<file path="config.mk">
export PLATFORM = sky130hd
export DESIGN_NAME = mem_port_arbiter
export DESIGN_NICKNAME = d
export VERILOG_FILES = /design/src/rtl/arb_defs.sv /design/src/rtl/arb_priority.sv /design/src/rtl/mem_port_arbiter.sv
export SDC_FILE = /design/constraint.sdc
export NUM_CORES = 1
export LEC_CHECK = 0
export BUFFER_PORTS_ARGS = -buffer_cell sky130_fd_sc_hd__clkbuf_2
export CELL_PAD_IN_SITES_DETAIL_PLACEMENT = 0
export CELL_PAD_IN_SITES_GLOBAL_PLACEMENT = 2
export CORE_AREA = 2 2 206 208
export CTS_CLUSTER_DIAMETER = 80
export DETAILED_ROUTE_END_ITERATION = 16
export DIE_AREA = 0 0 208 210
export PLACE_DENSITY_LB_ADDON = 0.1
export RECOVER_POWER = 100
export SLEW_MARGIN = 25
export SYNTH_ARGS = -nofsm -noshare
export SYNTH_HDL_FRONTEND = slang
export SYNTH_SLANG_ARGS = --single-unit
</file>
<file path="constraint.sdc">
create_clock -name CLK -period 2 [get_ports CLK]
set_clock_uncertainty 0.1 [all_clocks]
set_input_delay 0.4 -clock CLK [delete_from_list [all_inputs] [get_ports CLK]]
set_output_delay 0.4 -clock CLK [all_outputs]
set_load 0.02 [all_outputs]
</file>
<file path="src/rtl/arb_defs.sv">
// Shared encodings and helpers for the unified-memory port arbiter.
package arb_defs;

  typedef enum logic [1:0] {
    IDLE = 2'd0,
    CMD  = 2'd1,
    WAIT = 2'd2
  } state_e;

  typedef enum logic {
    OWN_IF = 1'b0,
    OWN_D  = 1'b1
  } owner_e;

  // Counter width that can hold n-1, never narrower than one bit.
  function automatic int cnt_width(input int n);
    return (n > 1) ? $clog2(n) : 1;
  endfunction

endpackage

</file>
<file path="src/rtl/arb_priority.sv">
// D-over-IF pick with a saturating run counter that forces a fetch grant
// after MAX_DATA_RUN back-to-back contested data grants.
module arb_priority #(
  parameter int MAX_DATA_RUN = 4
) (
  input  logic CLK,
  input  logic resetl,
  input  logic arb_en,
  input  logic if_req,
  input  logic d_req,
  output logic if_pick,
  output logic d_pick
);

  localparam int RW = $clog2(MAX_DATA_RUN + 1);

  logic [RW-1:0] run_cnt_q, run_cnt_d;
  logic          starve;

  assign starve  = (run_cnt_q == RW'(MAX_DATA_RUN));
  assign d_pick  = arb_en & d_req & ~(if_req & starve);
  assign if_pick = arb_en & if_req & ~d_pick;

  // Only contested D grants count toward starvation; d_pick with if_req implies !starve.
  always_comb begin
    run_cnt_d = run_cnt_q;
    if (if_pick) begin
      run_cnt_d = '0;
    end else if (d_pick && if_req && !starve) begin
      run_cnt_d = run_cnt_q + 1'b1;
    end
  end

  always_ff @(posedge CLK or negedge resetl) begin
    if (!resetl) begin
      run_cnt_q <= '0;
    end else begin
      run_cnt_q <= run_cnt_d;
    end
  end

endmodule

</file>
<file path="src/rtl/mem_port_arbiter.sv">
// Shares one single-ported memory between the fetch (IF) and load/store (D) ports:
// one transaction at a time, fixed read latency, response steered to the owner.
module mem_port_arbiter
  import arb_defs::*;
#(
  parameter int AW           = 64,
  parameter int DW           = 64,
  parameter int MEM_LAT      = 2,
  parameter int MAX_DATA_RUN = 4
) (
  input  logic          CLK,
  input  logic          resetl,
  input  logic          if_req,
  input  logic [AW-1:0] if_addr,
  output logic          if_gnt,
  output logic          if_rvalid,
  output logic [DW-1:0] if_rdata,
  input  logic          d_req,
  input  logic          d_we,
  input  logic [AW-1:0] d_addr,
  input  logic [DW-1:0] d_wdata,
  output logic          d_gnt,
  output logic          d_rvalid,
  output logic [DW-1:0] d_rdata,
  output logic          mem_en,
  output logic          mem_we,
  output logic [AW-1:0] mem_addr,
  output logic [DW-1:0] mem_wdata,
  input  logic [DW-1:0] mem_rdata,
  output logic          busy
);

  localparam int CW = cnt_width(MEM_LAT);

  state_e        state_q, state_d;
  owner_e        owner_q, owner_d;
  logic [CW-1:0] cnt_q, cnt_d;
  logic          we_q, we_d;
  logic [AW-1:0] addr_q, addr_d;
  logic [DW-1:0] wdata_q, wdata_d;

  logic arb_en, if_pick, d_pick, rsp_fire;

  // Gating with resetl keeps grants low while reset is held, even though state reads IDLE.
  assign arb_en = (state_q == IDLE) & resetl;

  arb_priority #(
    .MAX_DATA_RUN(MAX_DATA_RUN)
  ) u_priority (
    .CLK    (CLK),
    .resetl (resetl),
    .arb_en (arb_en),
    .if_req (if_req),
    .d_req  (d_req),
    .if_pick(if_pick),
    .d_pick (d_pick)
  );

  always_comb begin
    state_d = state_q;
    owner_d = owner_q;
    cnt_d   = cnt_q;
    we_d    = we_q;
    addr_d  = addr_q;
    wdata_d = wdata_q;
    case (state_q)
      IDLE: begin
        if (d_pick) begin
          state_d = CMD;
          owner_d = OWN_D;
          we_d    = d_we;
          addr_d  = d_addr;
          wdata_d = d_wdata;
        end else if (if_pick) begin
          state_d = CMD;
          owner_d = OWN_IF;
          we_d    = 1'b0;
          addr_d  = if_addr;
          wdata_d = '0;
        end
      end
      CMD: begin
        if (we_q) begin
          state_d = IDLE;
        end else begin
          state_d = WAIT;
          cnt_d   = CW'(MEM_LAT - 1);
        end
      end
      WAIT: begin
        if (cnt_q == '0) begin
          state_d = IDLE;
        end else begin
          cnt_d = cnt_q - 1'b1;
        end
      end
      default: state_d = IDLE;
    endcase
  end

  always_ff @(posedge CLK or negedge resetl) begin
    if (!resetl) begin
      state_q <= IDLE;
      owner_q <= OWN_IF;
      cnt_q   <= '0;
      we_q    <= 1'b0;
      addr_q  <= '0;
      wdata_q <= '0;
    end else begin
      state_q <= state_d;
      owner_q <= owner_d;
      cnt_q   <= cnt_d;
      we_q    <= we_d;
      addr_q  <= addr_d;
      wdata_q <= wdata_d;
    end
  end

  assign if_gnt    = if_pick;
  assign d_gnt     = d_pick;
  assign busy      = (state_q != IDLE);
  assign mem_en    = (state_q == CMD);
  assign mem_we    = mem_en & we_q;
  assign mem_addr  = addr_q;
  assign mem_wdata = wdata_q;

  assign rsp_fire  = (state_q == WAIT) && (cnt_q == '0);
  assign if_rvalid = rsp_fire && (owner_q == OWN_IF);
  assign d_rvalid  = rsp_fire && (owner_q == OWN_D);
  assign if_rdata  = if_rvalid ? mem_rdata : '0;
  assign d_rdata   = d_rvalid ? mem_rdata : '0;

endmodule
</file>
==> impl_metrics.py <==
metrics = {
    "status": {
        "status": "finished, violations left",
        "violations": "negative setup slack",
    },
    "setup_path": {
        "r2r_start": "state_q[0]",
        "cpMaxStageDelayCell": "dfrtp_2",
        "reg2regPathDepth": 6,
        "r2r_setup_slack_ns": 0.08,
        "required_ns": 1.50,
        "cp-start-kind": "flip-flop",
        "crit_fanout": 24,
        "crit_type": "reg2out",
        "crit_start": "state_q[0]",
        "crit_path_end_kind": "output port",
        "critPathArrivalTime_ns": 1.87,
        "r2r_end": "mem_addr[1]",
        "path_cells": "nor4b_2 > buf_4 > buf_12 > and2_1 > clkbuf_8",
        "max_stage_delay_ns": 0.45,
    },
    "detailed_routing": {
        "vias": 6603,
        "routedWlPerCell_um": 20.75,
        "viasPerCell": 4.016,
        "drt_iter0_drc": 222,
        "totalWireLength_um": 34120,
        "drc": 0,
        "ant_nets": 0,
        "drtPass1Iterations": 4,
    },
    "clocking": {
        "cts_tree": "built",
        "cts.sinks": 136,
        "cts_made_buffers": 17,
        "ctsHtreeMaxLevel": 4,
        "cts_max_path_buffers": 2,
        "cts_root_buffer": "clkbuf_16",
        "worstSkewPairLatency_ns": 0.44,
        "clk_pin_slew_ns": 0.06,
    },
    "logic_synthesis": {
        "synth_top_area_share_pct": 52.96,
        "synth_cell_types": 25,
        "synth_area_leaders": "dfrtp_1 53%, and2_1 13%, a22o_1 9.0%",
        "async_flop_share_pct": 100.0,
        "yosysSeqAreaShare_pct": 52.96,
        "netlist_area_sq_um": 6426,
        "synth-edff-count": 0,
        "synth_fp_nets": 810,
        "yosysWarnings": 0,
        "ys_seq_elements": 136,
        "syn_inst": 547,
        "synth-main-ff-cell": "dfrtp_1",
        "syn_area_per_cell_sq_um": 11.75,
        "synthTopCellsByCount": "136 x dfrtp_1, 129 x and2_1, 66 x a22o_1",
        "yosysMostFrequentCell": "dfrtp_1",
        "yosys.area.top_type": "dfrtp_1",
    },
    "global_route": {
        "overflow": 0,
        "grt_max_degree": 126,
        "grt_pass1_vias": 6958,
        "antenna_found_initial": 5,
        "grt_pass1_wl_um": 48600,
        "gr-usage-all-layers_pct": 15.25,
    },
    "min_path": {
        "hp-start": "d_wdata[49]",
        "holdPathStages": 2,
        "hold_path.class": "in2reg",
        "min_to": "mem_wdata[49]",
    },
    "floorplan": {
        "dieWidth_um": 208,
        "num_io_pins": 524,
        "die_h_um": 210,
        "dieArea_sq_um": 43680,
        "rows": 75,
        "start_util_pct": 15.49,
        "core-area_sq_um": 41480,
    },
    "sta": {
        "grt_setup_unrepaired": "true",
        "tns_ns": -44.50,
        "tightest_slew_ns": 1.267,
        "fmax_mhz": 421.3,
        "fin_crit_sh_pct": 118.7,
        "finalCriticalPeriod_ns": 2.373,
        "max_slew_margin_pct": 15.53,
        "maxSlewViolCount": 0,
        "setup_ws_ns": -0.3733,
        "setup_viol": 134,
        "hold_violations": 0,
    },
    "flow_run": {
        "maxCapViolCount": 0,
    },
    "layout": {
        "final_area_sq_um": 11920,
        "area_delta_synth_final_pct": 85.55,
        "drive_gt1_share_pct": 59.38,
        "fin_nets": 1353,
    },
    "placement": {
        "numPortBuffers": 523,
        "place_area_sq_um": 9987,
        "place.gp.congestion": 0.7864,
        "dp_hpwl_um": 26170,
    },
    "pwr": {
        "p_leak_nw": 6.009,
        "vdd_drop_max_uv": 557.3,
        "power_density_nw_per_um2": 1363,
    },
}
report_power, final:
group          switching (mW)  internal [mW]  leakage (nW)
Combinational            4.34           3.42          3.98
Sequential              0.809           4.06          1.71
Clock                    1.28           2.34         0.324
worst max-delay path: cells and delay by family (launching register included):
family        cells  cell delay [ns]
buf+inv           3             0.53
flops             1             0.45
simple gates      2             0.44
worst max-delay path by stage:
stage and endpoint:
3_5_place_dp if_rdata[12], 2_1_floorplan if_rdata[10], 6_report if_rdata[10], 3_3_place_gp mem_addr[7], 4_1_cts d_rdata[61], 5_1_grt if_rdata[54]
through the flow:
step	util (%)	worst slack (ns)	total power [mW]	hold slack [ns]	cells
CTS	28.15	-0.4075	16.39	0.03835	1638
global placement	24.08	-0.02072	12.14	0.1230	1592
detailed placement	24.08	-0.02098	12.06	0.1214	1592
floorplan	-	0.01492	8.824	0.004409	547
finish	28.75	-0.3733	16.25	0.07213	1644
global route	28.74	-0.4931	17.21	0.05456	1643
cell families after synthesis:
kind of cell	share of synthesized area [%]
compound gates	18.63
fa+ha+maj	0.3893
buf+inv	4.556
flops	52.96
mux	3.154
simple gates	20.31
per-layer routing:
metal | track usage (%) | vias up | wire length, um
li1 | - | 3095 | -
met1 | 15.96 | 3191 | 12260
met2 | 28.81 | 283 | 18900
met3 | 4.887 | 28 | 2337
met4 | 4.793 | 6 | 586
met5 | 0 | - | 35
sequential cells by signal (all words and copies together), names as in the netlist:
register              flops
mem_addr                 64
we_q                      1
mem_wdata                64
owner_q                   1
u_priority.run_cnt_q      3
state_q                   2
cnt_q                     1
layout make-up:
class	count	area, sq um
fillers	4398	29550
repair buffers	579	4290
flip-flops and latches	136	3407
multi-input cells	350	2868
well taps	539	674.4
clock buffers	24	491.7
clock inverters	8	165.2
inverters	6	22.52
diodes	2	5.005
layout by cell type, fill, tap and decap left out, types with 5 or more instances in the layout:
cell | synthesis | routed
a221o_1 | 55 | 55
a22o_1 | 66 | 66
and2_1 | 129 | 114
and2_4 | 0 | 15
buf_12 | 0 | 14
buf_4 | 12 | 44
buf_6 | 0 | 22
buf_8 | 0 | 15
bufinv_16 | 0 | 5
clkbuf_1 | 28 | 5
clkbuf_16 | 0 | 19
clkbuf_2 | 0 | 387
clkbuf_4 | 0 | 17
clkbuf_8 | 0 | 75
dfrtp_1 | 136 | 133
mux2_2 | 18 | 18
nand2_1 | 5 | 5
nor3b_1 | 55 | 53
o21ai_0 | 5 | 5
timing repair:
action / in CTS / in global routing
buffers inserted: 11 / 2
resized for setup: 207 / 109
pin swaps: 8 / 8
setup endpoints to repair: 145 / 199
gates cloned: 3 / 2
hold buffers: 1 / 0
endpoints found under the hold margin: 11 / 0
Note: power is estimated with default switching activity, not from simulation.
